<file path="config.mk">
export PLATFORM = sky130hd
export DESIGN_NAME = axi_lite_reg_arbiter
export DESIGN_NICKNAME = d
export VERILOG_FILES = /design/src/rtl/uart_axi_pkg.sv /design/src/rtl/rr_arbiter.sv /design/src/rtl/axi_lite_reg_arbiter.sv
export SDC_FILE = /design/constraint.sdc
export NUM_CORES = 1
export LEC_CHECK = 0
export ABC_AREA = 1
export CAP_MARGIN = 0
export CORE_ASPECT_RATIO = 0.8
export CORE_MARGIN = 2
export CORE_UTILIZATION = 30
export CTS_CLUSTER_SIZE = 20
export DETAILED_ROUTE_END_ITERATION = 16
export PLACE_DENSITY = 0.69
export REMOVE_ABC_BUFFERS = 1
export SYNTH_ARGS = -nofsm -noshare
export SYNTH_HDL_FRONTEND = slang
export SYNTH_HIERARCHICAL = 1
export SYNTH_SLANG_ARGS = --single-unit
</file>
<file path="constraint.sdc">
create_clock -name clk -period 3.9 [get_ports clk]
set_input_delay 0.39 -clock clk [delete_from_list [all_inputs] [get_ports clk]]
set_output_delay 0.39 -clock clk [all_outputs]
set_load 0.03 [all_outputs]
</file>
<file path="src/rtl/uart_axi_pkg.sv">
// Shared types and constants for the requester-to-AXI-Lite register arbiter.
package uart_axi_pkg;

    localparam logic [1:0] RESP_OKAY   = 2'b00;
    localparam logic [1:0] RESP_SLVERR = 2'b10;

    typedef enum logic [2:0] {
        IDLE,
        WR,
        WR_RESP,
        RD_ADDR,
        RD_DATA
    } arb_state_t;

endpackage

</file>
<file path="src/rtl/rr_arbiter.sv">
// Combinational round-robin picker: scans from last_grant+1 upward with wrap.
// Zero latency; a request simply waits until it is the first valid one in scan order.
module rr_arbiter #(
    parameter  int N  = 2,
    localparam int IW = (N > 1) ? $clog2(N) : 1
) (
    input  logic [N-1:0]  req,
    input  logic [IW-1:0] last_grant,
    output logic [N-1:0]  grant,
    output logic [IW-1:0] grant_idx,
    output logic          any_grant
);

    logic [IW-1:0] idx;

    always_comb begin
        grant     = '0;
        grant_idx = '0;
        any_grant = 1'b0;
        idx       = '0;
        for (int k = 1; k <= N; k++) begin
            idx = IW'((int'(last_grant) + k) % N);
            if (!any_grant && req[idx]) begin
                grant[idx] = 1'b1;
                grant_idx  = idx;
                any_grant  = 1'b1;
            end
        end
    end

endmodule

</file>
<file path="src/rtl/axi_lite_reg_arbiter.sv">
// Shares one AXI-Lite master among NUM_REQ command ports, one transaction in flight.
// Grant in IDLE, response pulse registered one cycle after the B/R handshake; slave stalls wait forever.
module axi_lite_reg_arbiter
    import uart_axi_pkg::*;
#(
    parameter  int NUM_REQ    = 2,
    parameter  int DATA_WIDTH = 32,
    parameter  int ADDR_WIDTH = 32,
    localparam int IW         = (NUM_REQ > 1) ? $clog2(NUM_REQ) : 1,
    localparam int SW         = DATA_WIDTH / 8
) (
    input  logic                          clk,
    input  logic                          rst,
    input  logic [NUM_REQ-1:0]            req_valid,
    output logic [NUM_REQ-1:0]            req_ready,
    input  logic [NUM_REQ-1:0]            req_write,
    input  logic [NUM_REQ*ADDR_WIDTH-1:0] req_addr,
    input  logic [NUM_REQ*DATA_WIDTH-1:0] req_wdata,
    input  logic [NUM_REQ*SW-1:0]         req_wstrb,
    output logic [NUM_REQ-1:0]            rsp_valid,
    output logic [DATA_WIDTH-1:0]         rsp_rdata,
    output logic                          rsp_err,
    output logic [ADDR_WIDTH-1:0]         m_awaddr,
    output logic [2:0]                    m_awprot,
    output logic                          m_awvalid,
    input  logic                          m_awready,
    output logic [DATA_WIDTH-1:0]         m_wdata,
    output logic [SW-1:0]                 m_wstrb,
    output logic                          m_wvalid,
    input  logic                          m_wready,
    input  logic [1:0]                    m_bresp,
    input  logic                          m_bvalid,
    output logic                          m_bready,
    output logic [ADDR_WIDTH-1:0]         m_araddr,
    output logic [2:0]                    m_arprot,
    output logic                          m_arvalid,
    input  logic                          m_arready,
    input  logic [DATA_WIDTH-1:0]         m_rdata,
    input  logic [1:0]                    m_rresp,
    input  logic                          m_rvalid,
    output logic                          m_rready
);

    arb_state_t            state_q;
    logic [IW-1:0]         last_grant_q;
    logic [ADDR_WIDTH-1:0] addr_q;
    logic [DATA_WIDTH-1:0] wdata_q;
    logic [SW-1:0]         wstrb_q;
    logic                  awvalid_q, wvalid_q, aw_done_q, w_done_q;
    logic                  bready_q, arvalid_q, rready_q;
    logic [NUM_REQ-1:0]    rsp_valid_q;
    logic [DATA_WIDTH-1:0] rsp_rdata_q;
    logic                  rsp_err_q;

    logic [NUM_REQ-1:0]    grant;
    logic [IW-1:0]         grant_idx;
    logic                  any_grant;
    logic                  can_grant;
    logic                  aw_hs, w_hs;
    logic                  unused_resp_lsb;

    rr_arbiter #(.N(NUM_REQ)) u_rr (
        .req        (req_valid),
        .last_grant (last_grant_q),
        .grant      (grant),
        .grant_idx  (grant_idx),
        .any_grant  (any_grant)
    );

    // The response cycle is still IDLE but is kept grant-free, forcing a gap between transactions.
    assign can_grant = (state_q == IDLE) && (rsp_valid_q == '0) && !rst;
    assign req_ready = can_grant ? grant : '0;

    assign aw_hs = awvalid_q && m_awready;
    assign w_hs  = wvalid_q && m_wready;

    always_ff @(posedge clk or posedge rst) begin
        if (rst) begin
            state_q      <= IDLE;
            last_grant_q <= IW'(NUM_REQ - 1);
            addr_q       <= '0;
            wdata_q      <= '0;
            wstrb_q      <= '0;
            awvalid_q    <= 1'b0;
            wvalid_q     <= 1'b0;
            aw_done_q    <= 1'b0;
            w_done_q     <= 1'b0;
            bready_q     <= 1'b0;
            arvalid_q    <= 1'b0;
            rready_q     <= 1'b0;
            rsp_valid_q  <= '0;
            rsp_rdata_q  <= '0;
            rsp_err_q    <= 1'b0;
        end else begin
            rsp_valid_q <= '0;
            case (state_q)
                IDLE: begin
                    if (can_grant && any_grant) begin
                        last_grant_q <= grant_idx;
                        addr_q       <= req_addr[grant_idx*ADDR_WIDTH +: ADDR_WIDTH];
                        wdata_q      <= req_wdata[grant_idx*DATA_WIDTH +: DATA_WIDTH];
                        wstrb_q      <= req_wstrb[grant_idx*SW +: SW];
                        if (req_write[grant_idx]) begin
                            awvalid_q <= 1'b1;
                            wvalid_q  <= 1'b1;
                            aw_done_q <= 1'b0;
                            w_done_q  <= 1'b0;
                            state_q   <= WR;
                        end else begin
                            arvalid_q <= 1'b1;
                            state_q   <= RD_ADDR;
                        end
                    end
                end
                WR: begin
                    if (aw_hs) begin
                        awvalid_q <= 1'b0;
                        aw_done_q <= 1'b1;
                    end
                    if (w_hs) begin
                        wvalid_q <= 1'b0;
                        w_done_q <= 1'b1;
                    end
                    if ((aw_done_q || aw_hs) && (w_done_q || w_hs)) begin
                        bready_q <= 1'b1;
                        state_q  <= WR_RESP;
                    end
                end
                WR_RESP: begin
                    if (m_bvalid) begin
                        bready_q                  <= 1'b0;
                        rsp_valid_q[last_grant_q] <= 1'b1;
                        rsp_rdata_q               <= '0;
                        rsp_err_q                 <= m_bresp[1];
                        state_q                   <= IDLE;
                    end
                end
                RD_ADDR: begin
                    if (m_arready) begin
                        arvalid_q <= 1'b0;
                        rready_q  <= 1'b1;
                        state_q   <= RD_DATA;
                    end
                end
                RD_DATA: begin
                    if (m_rvalid) begin
                        rready_q                  <= 1'b0;
                        rsp_valid_q[last_grant_q] <= 1'b1;
                        rsp_rdata_q               <= m_rdata;
                        rsp_err_q                 <= m_rresp[1];
                        state_q                   <= IDLE;
                    end
                end
                default: state_q <= IDLE;
            endcase
        end
    end

    // Only resp[1] distinguishes error from okay; EXOKAY is not used on AXI-Lite.
    assign unused_resp_lsb = ^{m_bresp[0], m_rresp[0]};

    assign m_awaddr  = addr_q;
    assign m_araddr  = addr_q;
    assign m_awprot  = 3'b000;
    assign m_arprot  = 3'b000;
    assign m_awvalid = awvalid_q;
    assign m_wdata   = wdata_q;
    assign m_wstrb   = wstrb_q;
    assign m_wvalid  = wvalid_q;
    assign m_bready  = bready_q;
    assign m_arvalid = arvalid_q;
    assign m_rready  = rready_q;
    assign rsp_valid = rsp_valid_q;
    assign rsp_rdata = rsp_rdata_q;
    assign rsp_err   = rsp_err_q;

endmodule
</file>
==> impl_metrics.ini, run 1 <==
[timing]
rsz0062_at_grt = no
slew_headroom = 0.459
hold_violations = 0
setup_viol = 0
final.setup_skew_ps = 7.26
clock.fmax_ghz = 0.381
worst_hold_slack_ps = 468
final.setup.worst_slack_ps = 1280
worst_pin_slew_ps = 812
drv_slew = 0
finalCritPeriodShare = 0.673
post-route-min-period_ps = 2620

[pwr]
ir_worst_vdd_mv = 0.457
leakagePower_nw = 4.47
p_per_area_mw_per_mm2 = 794

[synth]
ys_seq_area_frac = 0.500
syn_area_per_cell_sq_um = 8.64
ys_types = 26
synth_mux_area_frac = 0.134
synth.area.top_cells = dfrtp_1 (50%), nand2_1 (21%), mux2_2 (13%)
yosysTopAreaCell = dfrtp_1
ys_seq_elements = 114
synthAdderAreaFrac = 0
synth_top_family_by_area = simple AND/OR/NAND/NOR gates
synth_top_cell_area_share = 0.496
netlist_area_sq_mm = 0.00570
ys.warnings.count = 6
syn_inst = 660
synthXorXnorAreaFrac = 0
synth-compound-area-share = 0.0103
synth-simple-area-share = 0.262

[grt]
grt_pass1_wl_microns = 28200
grt_usage = 0.181
antenna_found_initial = 0
grt_pass1_vias = 5586
grt.overflow.total = 0
grt_max_degree = 71

[worst_setup_path]
critPathCaptureType = primary output
crit_fanout = 7
startpoint_type = register
worstRegToRegCells = 9
crit_required_ps = 3510
cp_data_arrival_time_ps = 2230
criticalPathCategory = register to primary output

[floorplan]
core_area_sq_mm = 0.0188
fp.dieW_microns = 158
die_y_microns = 127
dieArea_sq_mm = 0.0201
start_util = 0.303
rows = 45
io_pins = 331

[clock_network]
cts_tree = built
cts_setup_buffers = 0
cts-hold-fix-buffers = 0
htree_num_levels = 4
clkSlewWorstSetupHoldPaths_ps = 60
cts_resized = 0
clk_latency_ps = 420
numCtsBuffers = 17
clockBufferDepth = 2
clock-sinks = 114
clock-root-buffer = clkbuf_16

[cells_and_area]
post_route_cells_drive_above_1_share = 0.126
final_common_cell = clkdlybuf4s50_1
antenna_cells = 0
fillers = 1787
mostFrequentLayoutCells = clkdlybuf4s50_1 (322), nand2_1 (312), dfrtp_1 (113)
num-nets-final = 1128
syn_to_final_growth_pct = 67.3
multi_input_area_sq_mm = 0.00235
instances_no_fill = 1216
ff_latch_area_sq_mm = 0.00285

[detailed_routing]
first_iter_violations = 285
finalWirelength_microns = 17700
vias_per_cell = 4.40
ant_nets = 0
detail_route.drc_violations = 0
drt_pass1_iterations = 4
vias = 5355
wl_per_cell_microns = 14.6

[run]
maxCapViolCount = 0

[place]
portBuffers = 322
dp_hpwl_microns = 12900
gp_congestion = 0.833
dp_slack_ps = 1260
dp.cells = 1184

[worst_hold_path]
min_delay_path_depth = 2
min_path_type = register to register

[outcome]
outcome = finished, final reports clean
## where the power goes
part           internal (W)  switching [W]
Combinational       0.00160        0.00234
Clock               0.00103       0.000593
Sequential          0.00168       0.000340
## per-stage QoR
stage	TNS [ps]	util	cell area, sq um	power [W]
3_3_place_gp	0	0.475	8930	0.00597
6_report	0	0.507	9540	0.00758
4_1_cts	0	0.507	9540	0.00768
3_5_place_dp	0	0.475	8930	0.00601
5_1_grt	0	0.507	9540	0.00804
2_1_floorplan	-84000	-	5280	0.00419
## critical path, stage by stage, from the launching register on
cell and delay [ps]:
dfrtp_1 450, nor2_2 160, nand2_1 110, inv_2 100
nand3_2 100, nor2_1 200, clkdlybuf4s50_1 700
## state kept, by name, summed over array words and instances, names as in the netlist, 2 cells and up
| register | count |
|---|---|
| rsp_rdata | 32 |
| rsp_valid | 2 |
| state_q | 3 |
| m_araddr | 32 |
| m_wdata | 32 |
| m_wstrb | 4 |
## cell families (layout without fill, tap and decap cells)
group                  Yosys count  count (layout)
AOI/OAI and AO/OA               11              11
buffers and inverters           92             385
DFF                            114             114
muxes                           68              68
other                            1               6
and+or+nand+nor                374             374
## final timing paths
| check | from | endpoint | slack [ps] |
|---|---|---|---|
| worst max-delay path | state_q[1] | req_ready[0] | 1280 |
| worst max register to register | state_q[1] | rsp_rdata[22] | 1290 |
| worst min-delay path | m_wdata[3] | m_wdata[3] | 470 |
| min in group asynchronous | rst | rsp_rdata[28] | 560 |
| max in group asynchronous | rst | m_araddr[0] | 2090 |
| worst min register to register | m_wdata[3] | m_wdata[3] | 470 |
## layout make-up
cell class,count,share of cell area
clock buffer,18,0.0460
clock inverter,14,0.0186
inverter,23,0.00931
multi-input combinational,459,0.246
sequential,114,0.299
tap,258,0.0338
timing repair buffer,330,0.347
## synth_stat cells
master	number
nand4_1	2
nor2_2	1
nand2_1	312
buf_6	2
clkbuf_1	9
nor2_4	2
a31oi_1	1
dfrtp_1	113
o21a_1	1
and2_1	1
or2_2	1
nand3_1	40
a21oi_1	4
nor2_1	12
o21ai_0	5
buf_4	38
buf_1	1
nand3_2	1
conb_1	1
inv_1	19
dfstp_2	1
nand3b_1	1
buf_2	19
nand2_2	1
mux2_2	68
inv_2	4
## routing by layer
| layer | share of wire | track usage |
|---|---|---|
| met4 | 0.013 | 0.0477 |
| met2 | 0.48 | 0.304 |
| met1 | 0.42 | 0.217 |
| met3 | 0.088 | 0.0726 |
| met5 | 0 | 0 |
(Power assumes the default switching activity.)
==> inputs of run 2 (changes only) <==
--- a/config.mk
+++ b/config.mk
@@ -12,7 +12,7 @@
 export CORE_UTILIZATION = 30
 export CTS_CLUSTER_SIZE = 20
 export DETAILED_ROUTE_END_ITERATION = 16
-export PLACE_DENSITY = 0.69
+export PLACE_DENSITY = 0.66
 export REMOVE_ABC_BUFFERS = 1
 export SYNTH_ARGS = -nofsm -noshare
 export SYNTH_HDL_FRONTEND = slang
==> constraint.sdc (replaced) <==
create_clock -name clk -period 2.6 [get_ports clk]
set_input_delay 0.26 -clock clk [delete_from_list [all_inputs] [get_ports clk]]
set_output_delay 0.26 -clock clk [all_outputs]
set_load 0.03 [all_outputs]
==> run 2 against run 1 <==
Clock skew increased by 5.4 ps. Global-route usage decreased by 0.51 points. Clock-buffer cell count unchanged. Critical path depth unchanged. Total power increased by 49%. Flip-flop and latch count unchanged. Register-to-register slack got worse by 520 ps. Combinational power increased by 51%. Largest cell class unchanged. Largest power group unchanged. Highest routed layer unchanged.
==> impl_metrics.ini, run 2 (synthesized netlist as in run 1, its figures left out) <==
[outcome]
outcome = finished, final reports clean

[grt]
grt_max_degree = 115
grt_usage = 0.176
antenna_found_initial = 0
grt_pass1_wl_microns = 27500
grt_pass1_vias = 5334
grt.overflow.total = 0

[timing]
finalCritPeriodShare = 0.905
worst_pin_slew_ps = 647
rsz0062_at_grt = no
post-route-min-period_ps = 2350
hold_violations = 0
final.setup.worst_slack_ps = 246
setup_viol = 0
clock.fmax_ghz = 0.425
drv_slew = 0
final.setup_skew_ps = 12.7
worst_hold_slack_ps = 407
slew_headroom = 0.569

[pwr]
internal-power_w = 0.00640
p_clk_frac = 0.206
leakagePower_nw = 4.49
p_per_area_mw_per_mm2 = 1180
power_frac_comb = 0.528
p_switching_w = 0.00488
switching_share = 0.433
pwr-share-seq = 0.267
ir_worst_vdd_mv = 0.801

[detailed_routing]
first_iter_violations = 245
ant_nets = 0
wl_per_cell_microns = 14.5
finalWirelength_microns = 17600
drt_pass1_iterations = 4
vias = 5322
vias_per_cell = 4.36
detail_route.drc_violations = 0

[worst_setup_path]
startpoint_type = register
crit_fanout = 7
cp_data_arrival_time_ps = 2090
crit_required_ps = 2340
critPathCaptureType = primary output
criticalPathCategory = register to primary output

[cells_and_area]
antenna_cells = 0
final_common_cell = clkdlybuf4s50_1
num-nets-final = 1132
instances_no_fill = 1220
fillers = 1776
syn_to_final_growth_pct = 68.1
post_route_cells_drive_above_1_share = 0.130
mostFrequentLayoutCells = clkdlybuf4s50_1 (322), nand2_1 (312), dfrtp_1 (113)

[clock_network]
numCtsBuffers = 17
clockBufferDepth = 2
cts_resized = 0
clk_latency_ps = 400
cts-hold-fix-buffers = 0
cts_setup_buffers = 0
clock-root-buffer = clkbuf_16
clock-sinks = 114
cts_tree = built
clkSlewWorstSetupHoldPaths_ps = 60
htree_num_levels = 4

[floorplan]
rows = 45
core_area_sq_mm = 0.0188
dieArea_sq_mm = 0.0201
die_y_microns = 127
start_util = 0.303
io_pins = 331
fp.dieW_microns = 158

[place]
portBuffers = 322
dp.cells = 1188
dp_hpwl_microns = 12700
gp_congestion = 0.732
dp_slack_ps = 432

[run]
maxCapViolCount = 0

[worst_hold_path]
min_path_type = input pin to register
[run 2: changes by cell type in the layout (fill, tap and decap cells not counted)]
cell	before	now
buf_4	6	7
bufinv_16	3	2
clkinvlp_4	4	3
buf_12	2	5
inv_6	4	3
clkinv_4	2	4
clkinv_2	1	2
[run 2: final cells by class]
cell class	instances	area [sq um]	area share
Tap cell	258	323	0.0337
Clock inverter	14	154	0.0161
Inverter	23	88.8	0.00927
Multi-Input combinational cell	459	2350	0.245
Clock buffer	18	439	0.0458
Sequential cell	114	2850	0.298
Timing Repair Buffer	334	3380	0.352
[run 2: critical path: stages, from the launching register on]
cell             delay (ps)
dfrtp_1                 450
nor2_2                  160
nand2_1                 110
inv_2                    90
nand3_2                 110
nor2_1                  110
clkdlybuf4s50_1         670
[run 2: layer usage]
metal	up-vias	global-route usage	routed length, microns
li1	2613	-	-
met3	8	0.0638	1330
met4	0	0.0392	128
met2	185	0.291	8470
met1	2516	0.222	7720
met5	-	0	0
[run 2: per-stage QoR]
stage	setup TNS (ps)	cell area (sq um)	utilization	total power (W)
after floorplan	-257890	5280	-	0.00629
after global routing	0	9590	0.510	0.0120
after CTS	0	9590	0.510	0.0114
after global placement	0	8990	0.478	0.00900
after detailed placement	0	8990	0.478	0.00904
final	0	9590	0.510	0.0113
[run 2: path summary, 6_finish.rpt]
check / end / startpoint / depth (start not counted) / slack [ps]
max in group asynchronous: m_wdata[24] / rst / 3 / 1680
min in group asynchronous: m_rready / rst / 3 / 430
hold / removal: rsp_rdata[5] / m_rdata[5] / 3 / 410
hold reg to reg: m_wdata[9] / m_wdata[9] / 2 / 460
setup / recovery: req_ready[0] / state_q[1] / 6 / 250
setup reg to reg: rsp_rdata[17] / state_q[1] / 8 / 770
[run 2: power by group through the flow]
stage          Combinational (W)  Clock, W  Sequential (W)
2_1_floorplan            0.00148         0         0.00481
5_1_grt                  0.00640   0.00248         0.00311
4_1_cts                  0.00604   0.00238         0.00302
6_report                 0.00596   0.00232         0.00301
3_3_place_gp             0.00599         0         0.00301
3_5_place_dp             0.00603         0         0.00302
